--- config.mk ---
export PLATFORM = sky130hd
export DESIGN_NAME = mult_module_flat
export DESIGN_NICKNAME = d
export VERILOG_FILES = /design/src/rtl/mult_if.sv /design/src/rtl/mult_module.sv /design/src/flat_wrapper.sv
export SDC_FILE = /design/constraint.sdc
export NUM_CORES = 1
export LEC_CHECK = 0
export ABC_CLOCK_PERIOD_IN_PS = 4300
export BUFFER_PORTS_ARGS = -buffer_cell sky130_fd_sc_hd__clkbuf_2
export CORE_MARGIN = 3
export CORE_UTILIZATION = 54
export CTS_CLUSTER_SIZE = 30
export DETAILED_ROUTE_END_ITERATION = 7
export PLACE_DENSITY_LB_ADDON = 0.3
export SYNTH_ARGS = -nofsm -noshare
export SYNTH_HDL_FRONTEND = slang
export SYNTH_SLANG_ARGS = --single-unit
--- constraint.sdc ---
create_clock -name clk -period 4.3 [get_ports clk]
set_clock_uncertainty 0.2 [all_clocks]
set_input_delay 0 -clock clk [delete_from_list [all_inputs] [get_ports clk]]
set_output_delay 0 -clock clk [all_outputs]
set_load 0.01 [all_outputs]
--- src/rtl/mult_if.sv ---
// Handshake and result bus for the iterative multiplier. The requester drives the operands
// and start; the multiplier returns the product halves together with busy and done.
interface mult_if #(
  parameter int WIDTH = 32
);
  logic             start;
  logic             is_signed;
  logic [WIDTH-1:0] A;
  logic [WIDTH-1:0] B;
  logic [WIDTH-1:0] hi;
  logic [WIDTH-1:0] lo;
  logic             busy;
  logic             done;

  modport master (
    output start, is_signed, A, B,
    input  hi, lo, busy, done
  );

  modport slave (
    input  start, is_signed, A, B,
    output hi, lo, busy, done
  );
endinterface

--- src/rtl/mult_module.sv ---
// Shift-add 32x32 -> 64 multiplier for MULT/MULTU. It handles one partial product per clock.
// Signed operands are reduced to magnitudes, and the sign is applied when hi/lo load.
module mult_module #(
  parameter int WIDTH = 32
) (
  input  logic       clk,
  input  logic       reset,
  mult_if.slave      bus,
  output logic [1:0] dbg_state
);

  localparam int CW = $clog2(WIDTH);

  typedef enum logic [1:0] {
    IDLE = 2'd0,
    RUN  = 2'd1
  } state_t;

  state_t state, state_next;

  // Handshake: start is accepted on any rising edge where busy is low (including the done
  // cycle). Inputs are otherwise ignored. done is a one-cycle pulse that always coincides
  // with a hi/lo update.
  logic               load_go;
  logic               step_go;
  logic               finish;

  logic [2*WIDTH-1:0] acc;
  logic [WIDTH-1:0]   mcand;
  logic               neg;
  logic [CW-1:0]      cnt;
  logic [WIDTH-1:0]   hi_q;
  logic [WIDTH-1:0]   lo_q;
  logic               done_q;

  logic [WIDTH-1:0]   a_abs;
  logic [WIDTH-1:0]   b_abs;
  logic [WIDTH:0]     sum;
  logic [2*WIDTH-1:0] acc_step;
  logic [2*WIDTH-1:0] product;

  // A most-negative operand negates to itself, and that value is still the correct
  // unsigned magnitude.
  assign a_abs = (bus.is_signed && bus.A[WIDTH-1]) ? (~bus.A + 1'b1) : bus.A;
  assign b_abs = (bus.is_signed && bus.B[WIDTH-1]) ? (~bus.B + 1'b1) : bus.B;

  // The multiplier sits in the low half of acc and is consumed LSB-first as the
  // partial sums shift in from the top. The carry of the add becomes the new MSB.
  assign sum      = {1'b0, acc[2*WIDTH-1:WIDTH]} + (acc[0] ? {1'b0, mcand} : '0);
  assign acc_step = {sum, acc[WIDTH-1:1]};
  assign product  = neg ? (~acc_step + 1'b1) : acc_step;

  always_ff @(posedge clk or posedge reset) begin
    if (reset) begin
      state <= IDLE;
    end else begin
      state <= state_next;
    end
  end

  always_comb begin
    state_next = state;
    load_go    = 1'b0;
    step_go    = 1'b0;
    finish     = 1'b0;
    case (state)
      IDLE: begin
        if (bus.start) begin
          load_go    = 1'b1;
          state_next = RUN;
        end
      end
      RUN: begin
        step_go = 1'b1;
        if (cnt == CW'(WIDTH - 1)) begin
          finish     = 1'b1;
          state_next = IDLE;
        end
      end
      default: state_next = IDLE;
    endcase
  end

  always_ff @(posedge clk or posedge reset) begin
    if (reset) begin
      acc    <= '0;
      mcand  <= '0;
      neg    <= 1'b0;
      cnt    <= '0;
      hi_q   <= '0;
      lo_q   <= '0;
      done_q <= 1'b0;
    end else begin
      done_q <= finish;
      if (load_go) begin
        mcand <= a_abs;
        acc   <= {{WIDTH{1'b0}}, b_abs};
        neg   <= bus.is_signed & (bus.A[WIDTH-1] ^ bus.B[WIDTH-1]);
        cnt   <= '0;
      end else if (step_go) begin
        acc <= acc_step;
        cnt <= cnt + 1'b1;
      end
      if (finish) begin
        hi_q <= product[2*WIDTH-1:WIDTH];
        lo_q <= product[WIDTH-1:0];
      end
    end
  end

  assign bus.hi    = hi_q;
  assign bus.lo    = lo_q;
  assign bus.done  = done_q;
  assign bus.busy  = (state == RUN);
  assign dbg_state = state;

endmodule

--- src/flat_wrapper.sv ---
// flat-port wrapper written by rule: the top's interface ports become plain ports
module mult_module_flat 
#(
  parameter int WIDTH = 32
)
  (clk, reset, dbg_state, bus_start, bus_is_signed, bus_A, bus_B, bus_hi, bus_lo, bus_busy, bus_done);
  mult_if #(.WIDTH(WIDTH)) bus_i ();
  input  logic clk;
  input  logic reset;
  output logic [1:0] dbg_state;
  input wire logic [$bits(bus_i.start)-1:0] bus_start;
  input wire logic [$bits(bus_i.is_signed)-1:0] bus_is_signed;
  input wire logic [$bits(bus_i.A)-1:0] bus_A;
  input wire logic [$bits(bus_i.B)-1:0] bus_B;
  output wire logic [$bits(bus_i.hi)-1:0] bus_hi;
  output wire logic [$bits(bus_i.lo)-1:0] bus_lo;
  output wire logic [$bits(bus_i.busy)-1:0] bus_busy;
  output wire logic [$bits(bus_i.done)-1:0] bus_done;
  assign bus_i.start = bus_start;
  assign bus_i.is_signed = bus_is_signed;
  assign bus_i.A = bus_A;
  assign bus_i.B = bus_B;
  assign bus_hi = bus_i.hi;
  assign bus_lo = bus_i.lo;
  assign bus_busy = bus_i.busy;
  assign bus_done = bus_i.done;
  mult_module #(.WIDTH(WIDTH)) u_core (.clk(clk), .reset(reset), .bus(bus_i), .dbg_state(dbg_state));
endmodule
==> results of run 1 <==
==> placed cells by master, fill, tap and decap left out, types with 13 or more instances in the layout <==
cell type,count
nand2_1,230
o21ai_0,203
dfrtp_1,166
clkbuf_2,134
buf_4,123
dlygate4sd3_1,98
xor2_1,91
a21oi_1,57
nor2_1,51
xnor2_1,46
and2_1,37
ha_1,33
a22o_1,28
o31ai_1,26
inv_1,20
clkbuf_16,17
nor3_1,14
nor4_1,14
nand4_1,14
nand3_1,13
==> cells by family (layout without fill, tap and decap cells) <==
family | count (synthesis) | after routing | synth area share, %
AND/OR/NAND/NOR | 446 | 446 | 19.22
AO/OA/AOI/OAI | 406 | 406 | 22.50
flip-flops | 168 | 168 | 38.17
XOR/XNOR | 138 | 138 | 10.97
buffers and inverters | 101 | 412 | 3.522
adder cells (fa/ha/maj) | 38 | 38 | 4.385
multiplexers | 13 | 13 | 1.193
other | 1 | 2 | 0.03405
==> area by class of cell <==
class,count,area [sq um]
well taps,265,331.6
flip-flops and latches,168,4207
diodes,1,2.502
repair buffers,359,2638
multi-input cells,1042,6665
clock inverters,15,181.4
fillers,1449,5185
clock buffers,17,425.4
inverters,21,82.58
==> per-layer routing <==
| layer | track usage (%) | vias up |
|---|---|---|
| met3 | 4.923 | 68 |
| met2 | 44.10 | 436 |
| met1 | 43.19 | 5109 |
| li1 | - | 5245 |
| met5 | 0 | - |
| met4 | 9.519 | 0 |
==> worst max-delay path: stages (launching register included) <==
cell,delay (ns)
dfrtp_1,0.39
and2_4,0.17
ha_4,0.16
fa_2,0.35
a21o_1,0.24
a221oi_4,0.31
buf_4,0.18
o21ai_2,0.05
xor2_1,0.16
or3_4,0.35
or4_4,0.48
or4b_4,0.62
buf_6,0.16
nor3_4,0.11
mux2i_1,0.09
a221o_1,0.26
==> through the flow <==
| stage | power (mW) | worst slack, ns | setup TNS (ns) | std cells | area [sq um] |
|---|---|---|---|---|---|
| floorplan | 6.094 | -0.1307 | -0.8880 | 1311 | 11080 |
| global placement | 8.508 | -0.1106 | -0.3061 | 1748 | 12690 |
| detailed placement | 8.663 | -0.2103 | -1.238 | 1748 | 12690 |
| CTS | 10.42 | -0.004267 | -0.004267 | 1882 | 14390 |
| global route | 11.46 | -0.1940 | -1.814 | 1888 | 14530 |
| finish | 10.72 | -0.08553 | -0.2406 | 1888 | 14530 |
==> sequential cells by signal, summed over array words and instances (netlist names) <==
name / cells
u_core.bus.lo: 32
u_core.dbg_state: 1
u_core.mcand: 32
u_core.cnt: 5
u_core.bus.hi: 32
u_core.bus.done: 1
u_core.acc: 64
u_core.neg: 1
==> synth_stat cells (4+ instances only) <==
cell type / count / area [sq um]
nand2_1: 231 / 867.1
o21ai_0: 209 / 1046
dfrtp_1: 168 / 4204
xor2_1: 91 / 797.0
clkbuf_1: 70 / 262.8
a21oi_1: 63 / 315.3
nor2_1: 52 / 195.2
xnor2_1: 47 / 411.6
and2_1: 38 / 237.7
ha_1: 37 / 462.9
o31ai_1: 29 / 217.7
a22o_1: 28 / 245.2
inv_1: 21 / 78.83
nor3_1: 17 / 85.08
nor4_1: 15 / 93.84
nand4_1: 14 / 87.58
nand3_1: 13 / 65.06
mux2i_1: 12 / 120.1
nand2b_1: 12 / 75.07
o41ai_1: 11 / 96.34
or4_1: 11 / 82.58
o21ai_1: 10 / 50.05
or3_1: 8 / 50.05
a211oi_1: 7 / 52.55
buf_1: 7 / 26.28
a21o_1: 6 / 45.04
nand3b_1: 6 / 45.04
nor2b_1: 6 / 37.54
and3_1: 5 / 31.28
o211ai_1: 5 / 37.54
o21a_1: 5 / 37.54
a31oi_1: 4 / 25.02
==> worst max-delay path by stage <==
stage                                     to                         from  slack [ns]  cells after the start
2_1_floorplan  u_core.bus.hi[23]$_DFFE_PP0P_    u_core.acc[0]$_DFFE_PP0P_       -0.13                     15
3_3_place_gp   u_core.bus.hi[30]$_DFFE_PP0P_    u_core.acc[0]$_DFFE_PP0P_       -0.11                     14
3_5_place_dp   u_core.bus.hi[28]$_DFFE_PP0P_    u_core.acc[0]$_DFFE_PP0P_       -0.21                     14
4_1_cts        u_core.bus.hi[31]$_DFFE_PP0P_    u_core.acc[0]$_DFFE_PP0P_      -0.004                     14
5_1_grt        u_core.bus.hi[30]$_DFFE_PP0P_    u_core.acc[0]$_DFFE_PP0P_       -0.19                     15
6_report       u_core.bus.hi[30]$_DFFE_PP0P_  u_core.mcand[0]$_DFFE_PP0P_       -0.09                     15
==> where the power goes <==
group | internal (mW) | switching, mW | leakage, nW
sequential | 2.32 | 0.708 | 2.13
clock | 0.784 | 0.767 | 0.287
combinational | 2.85 | 3.29 | 4.14
total | 5.95 | 4.77 | 6.56
==> repair_timing <==
item	4_1_cts	5_1_grt
setup endpoints to repair	12	16
hold buffers	98	0
pin swaps	14	19
gates resized for setup	17	27
hold endpoints to repair	233	0
buffers inserted	4	6
==> metrics.cfg, run 1 <==
[run_status]
status = complete, but fails checks
violations = negative setup slack

[timing]
hold-worst-slack_ns = 0.1211
finalMaxSlewViolations = 0
hold_violations = 0
fin_crit_ns = 4.386
finalSetupViolations = 4
rsz0062_at_grt = yes
worst_slack_ns = -0.08553
maxSlewHeadroom_pct = 18.87
post-route-period-util_pct = 102.0
fmax_mhz = 228.0
tightest_slew_ns = 1.217

[power]
p_leak_nw = 6.556
peakVddDrop_uv = 423.0
powerDensity_mw_per_mm2 = 737.3

[synthesis]
avgSynthCellArea_sq_um = 8.401
synth_nets = 1417
synth-edff-count = 0
ys_types = 66
ys_ff_latch = 168
syn-instance-count = 1311
yosysWarnings = 0
ys_seq_area_share_pct = 38.17
yosys_most_used_dff = dfrtp_1
ys_async_sr_fraction_pct = 100.0
netlist_area_sq_mm = 0.01101

[drt]
drc = 0
routedWlPerCell_um = 17.17
top_layer_used = met4
wl_met3_mm = 2.275
dr.pass1.iters = 5
wl_mm = 32.43
wl_met1_mm = 15.01
vias = 10860
wl_met2_mm = 14.32
via_per_inst = 5.751
ant_nets = 0
drt_iter0_markers = 1017

[worst_setup_path]
cp-end-kind = flip-flop
r2r_cells = 15
r2r-end = u_core.bus.hi[30]$_DFFE_PP0P_
timing.rr.start = u_core.mcand[0]$_DFFE_PP0P_
path_max_fanout = 4
crit_type = reg2reg
cp-start-kind = flip-flop
cp.required_ns = 4.43
r2r_slack_ns = -0.09
crit_arrival_ns = 4.52

[cells_and_area]
fin_nets = 1715
final_util_pct = 73.70
syn2layout_area_growth_pct = 31.96
drive_gt1_share_pct = 21.33

[clock_network]
htree_levels = 4
clkLatencyLatePin_ns = 0.45
tritoncts = done
clk_pin_slew_worst_paths_ns = 0.08
cts_sinks = 168
cts_root_buffer = clkbuf_16
clockBufferDepth = 2
cts-buffers-inserted = 17

[place]
place.gp.congestion = 0.9450
hpwlAfterDp_mm = 22.66
portBuffers = 134

[worst_hold_path]
min_path_type = in2async

[die]
coreArea_sq_mm = 0.01972
pin_count = 136
fp.dieH_um = 148.8
initial_core_util_pct = 55.85
rows = 51
die-area_sq_mm = 0.02214
die_x_um = 148.8

[grt]
grt_pass1_wl_mm = 52.18
antenna_found_initial = 1
grt_max_degree = 169
grt_usage_pct = 29.22
grt-ovfl-total = 0
grt_pass1_vias = 10280

[flow_run]
max_cap_violations = 0

Power figures use the tool's default switching activity.
==> run 2, diff against run 1 <==
--- a/config.mk
+++ b/config.mk
@@ -12,6 +12,7 @@
 export CTS_CLUSTER_SIZE = 30
 export DETAILED_ROUTE_END_ITERATION = 7
 export PLACE_DENSITY_LB_ADDON = 0.3
+export SETUP_SLACK_MARGIN = 0.5
 export SYNTH_ARGS = -nofsm -noshare
 export SYNTH_HDL_FRONTEND = slang
 export SYNTH_SLANG_ARGS = --single-unit
==> run 2 against run 1 <==
  * Global-route usage grew 0.96 points
  * The run still ends with negative setup slack left
  * Cell count shrank 0.11%
  * Sequential power is essentially flat
  * Highest routed layer unchanged
  * Routed wire length grew 4.2%
  * Die area is the same
  * Cell area grew 0.43%
  * Critical path depth shrank 1
  * Register-to-register slack gained 0.03 ns
  * Combinational power grew 0.8%
==> metrics.cfg, run 2 (same netlist as run 1, synthesis figures left out) <==
[power]
pwr-share-seq_pct = 28.0
swShare_pct = 44.91
power.total_mw = 10.73
peakVddDrop_uv = 377.3
internal_power_mw = 5.909
p_leak_nw = 6.570
clkPwrFrac_pct = 14.3
power.switching_mw = 4.817
powerDensity_mw_per_mm2 = 734.9
power_frac_comb_pct = 57.7

[grt]
grt_usage_pct = 30.18
grt_pass1_wl_mm = 53.88
antenna_found_initial = 0
grt_max_degree = 92
grt_pass1_vias = 10560
grt-ovfl-total = 0

[cells_and_area]
fillers = 1447
drive_gt1_share_pct = 21.47
final_cells = 1886
multi_input_area_sq_mm = 0.006735
regMostFlops = u_core.acc
fin_nets = 1714
layout_commonest_cell = nand2_1
syn2layout_area_growth_pct = 32.53
largest_reg_flops = 64
layout_common_cells = 230 x nand2_1, 195 x o21ai_0, 166 x dfrtp_1
antenna_cells = 0
final_util_pct = 74.02
regArea_sq_mm = 0.004207

[worst_setup_path]
r2r-end = u_core.bus.hi[19]$_DFFE_PP0P_
cp-end-kind = flip-flop
path_max_fanout = 4
timing.rr.start = u_core.acc[0]$_DFFE_PP0P_
cp.required_ns = 4.39
r2r_slack_ns = -0.06
r2r_cells = 14
crit_arrival_ns = 4.45
cp-start-kind = flip-flop
crit_type = reg2reg

[timing]
maxSlewHeadroom_pct = 3.326
worst_slack_ns = -0.05940
fmax_mhz = 229.4
rsz0062_at_grt = yes
finalSetupViolations = 5
finalMaxSlewViolations = 0
tightest_slew_ns = 1.450
post-route-period-util_pct = 101.4
fin_crit_ns = 4.359
hold_violations = 0

[die]
coreArea_sq_mm = 0.01972
rows = 51
die_x_um = 148.8
fp.dieH_um = 148.8
initial_core_util_pct = 55.85
die-area_sq_mm = 0.02214
pin_count = 136

[worst_hold_path]
min_path_type = in2async

[drt]
via_per_inst = 5.862
dr.pass1.iters = 8
drc = 0
wl_mm = 33.80
routedWlPerCell_um = 17.92
drt_iter0_markers = 842
ant_nets = 0
vias = 11060

[clock_network]
cts_root_buffer = clkbuf_16
cts_sinks = 168
clkLatencyLatePin_ns = 0.44
tritoncts = done
cts-buffers-inserted = 17
htree_levels = 4
clk_pin_slew_worst_paths_ns = 0.07
clockBufferDepth = 2

[place]
hpwlAfterDp_mm = 23.11
portBuffers = 134
dp.cells = 1745
place.gp.congestion = 0.8979

[flow_run]
max_cap_violations = 0

[run_status]
status = complete, but fails checks
violations = negative setup slack

[run 2: changes by cell type in the layout (fill, tap and decap cells not counted), sizes merged]
cell	previous run	this run
clkinvlp	3	4
buf	127	125
clkbuf	151	152
inv	25	26
diode	1	0
clkinv	8	5
dlygate4sd3	98	99
[run 2: repair_timing]
action / CTS / global route
resized for setup: 32 / 23
setup buffers: 5 / 5
pin swaps: 23 / 11
hold endpoints to repair: 102 / 0
hold buffers: 99 / 0
setup endpoints to repair: 22 / 25
[run 2: stage by stage]
step	hold slack, ns	area, sq um	setup TNS, ns	setup WS, ns
2_1_floorplan	-0.06395	11110	-0.8880	-0.1307
3_3_place_gp	-0.001424	12690	-0.3290	-0.1425
6_report	0.09105	14600	-0.1844	-0.05940
5_1_grt	0.1648	14600	-1.428	-0.1689
4_1_cts	0.1022	14450	0	0.01643
3_5_place_dp	0.01337	12690	-0.9096	-0.1803
[run 2: power groups by stage]
stage,clock (mW),sequential [mW],combinational (mW)
after floorplan,0,2.88,3.25
after global placement,0,2.95,5.59
after detailed placement,0,2.97,5.71
after CTS,1.54,2.96,5.99
after global routing,1.62,3.09,6.76
final,1.53,3.01,6.19
[run 2: worst max-delay path by stage]
stage / from / to / slack (ns) / cells after the start
after floorplan: u_core.acc[0]$_DFFE_PP0P_ / u_core.bus.hi[23]$_DFFE_PP0P_ / -0.13 / 15
after global placement: u_core.acc[0]$_DFFE_PP0P_ / u_core.bus.hi[30]$_DFFE_PP0P_ / -0.14 / 14
after detailed placement: u_core.acc[0]$_DFFE_PP0P_ / u_core.bus.hi[30]$_DFFE_PP0P_ / -0.18 / 14
after CTS: u_core.acc[0]$_DFFE_PP0P_ / u_core.bus.hi[23]$_DFFE_PP0P_ / 0.02 / 14
after global routing: u_core.acc[0]$_DFFE_PP0P_ / u_core.bus.hi[19]$_DFFE_PP0P_ / -0.17 / 15
final: u_core.acc[0]$_DFFE_PP0P_ / u_core.bus.hi[19]$_DFFE_PP0P_ / -0.06 / 14
[run 2: layout make-up]
type                       count  share of cell area (%)
clock buffer                  18                   2.940
inverter                      21                  0.5658
multi-input combinational   1042                   46.15
tap                          265                   2.272
sequential                   168                   28.82
timing repair buffer         358                   18.17
clock inverter                14                   1.089
[run 2: critical path, cell delays in order (launching register included)]
cell,delay (ns)
dfrtp_1,0.41
and2_4,0.16
ha_4,0.16
fa_2,0.37
a21o_1,0.22
a221oi_4,0.32
o21ai_0,0.19
a21oi_1,0.24
xnor2_1,0.11
or4_4,0.52
buf_6,0.15
or4_4,0.54
o31ai_4,0.22
xor2_1,0.27
o21ai_1,0.12
[run 2: per-layer routing]
layer | share of wire [%] | GRT usage, %
met1 | 46 | 44.21
met2 | 44 | 46.28
met3 | 7.9 | 5.287
met4 | 2.4 | 8.879
met5 | 0 | 0
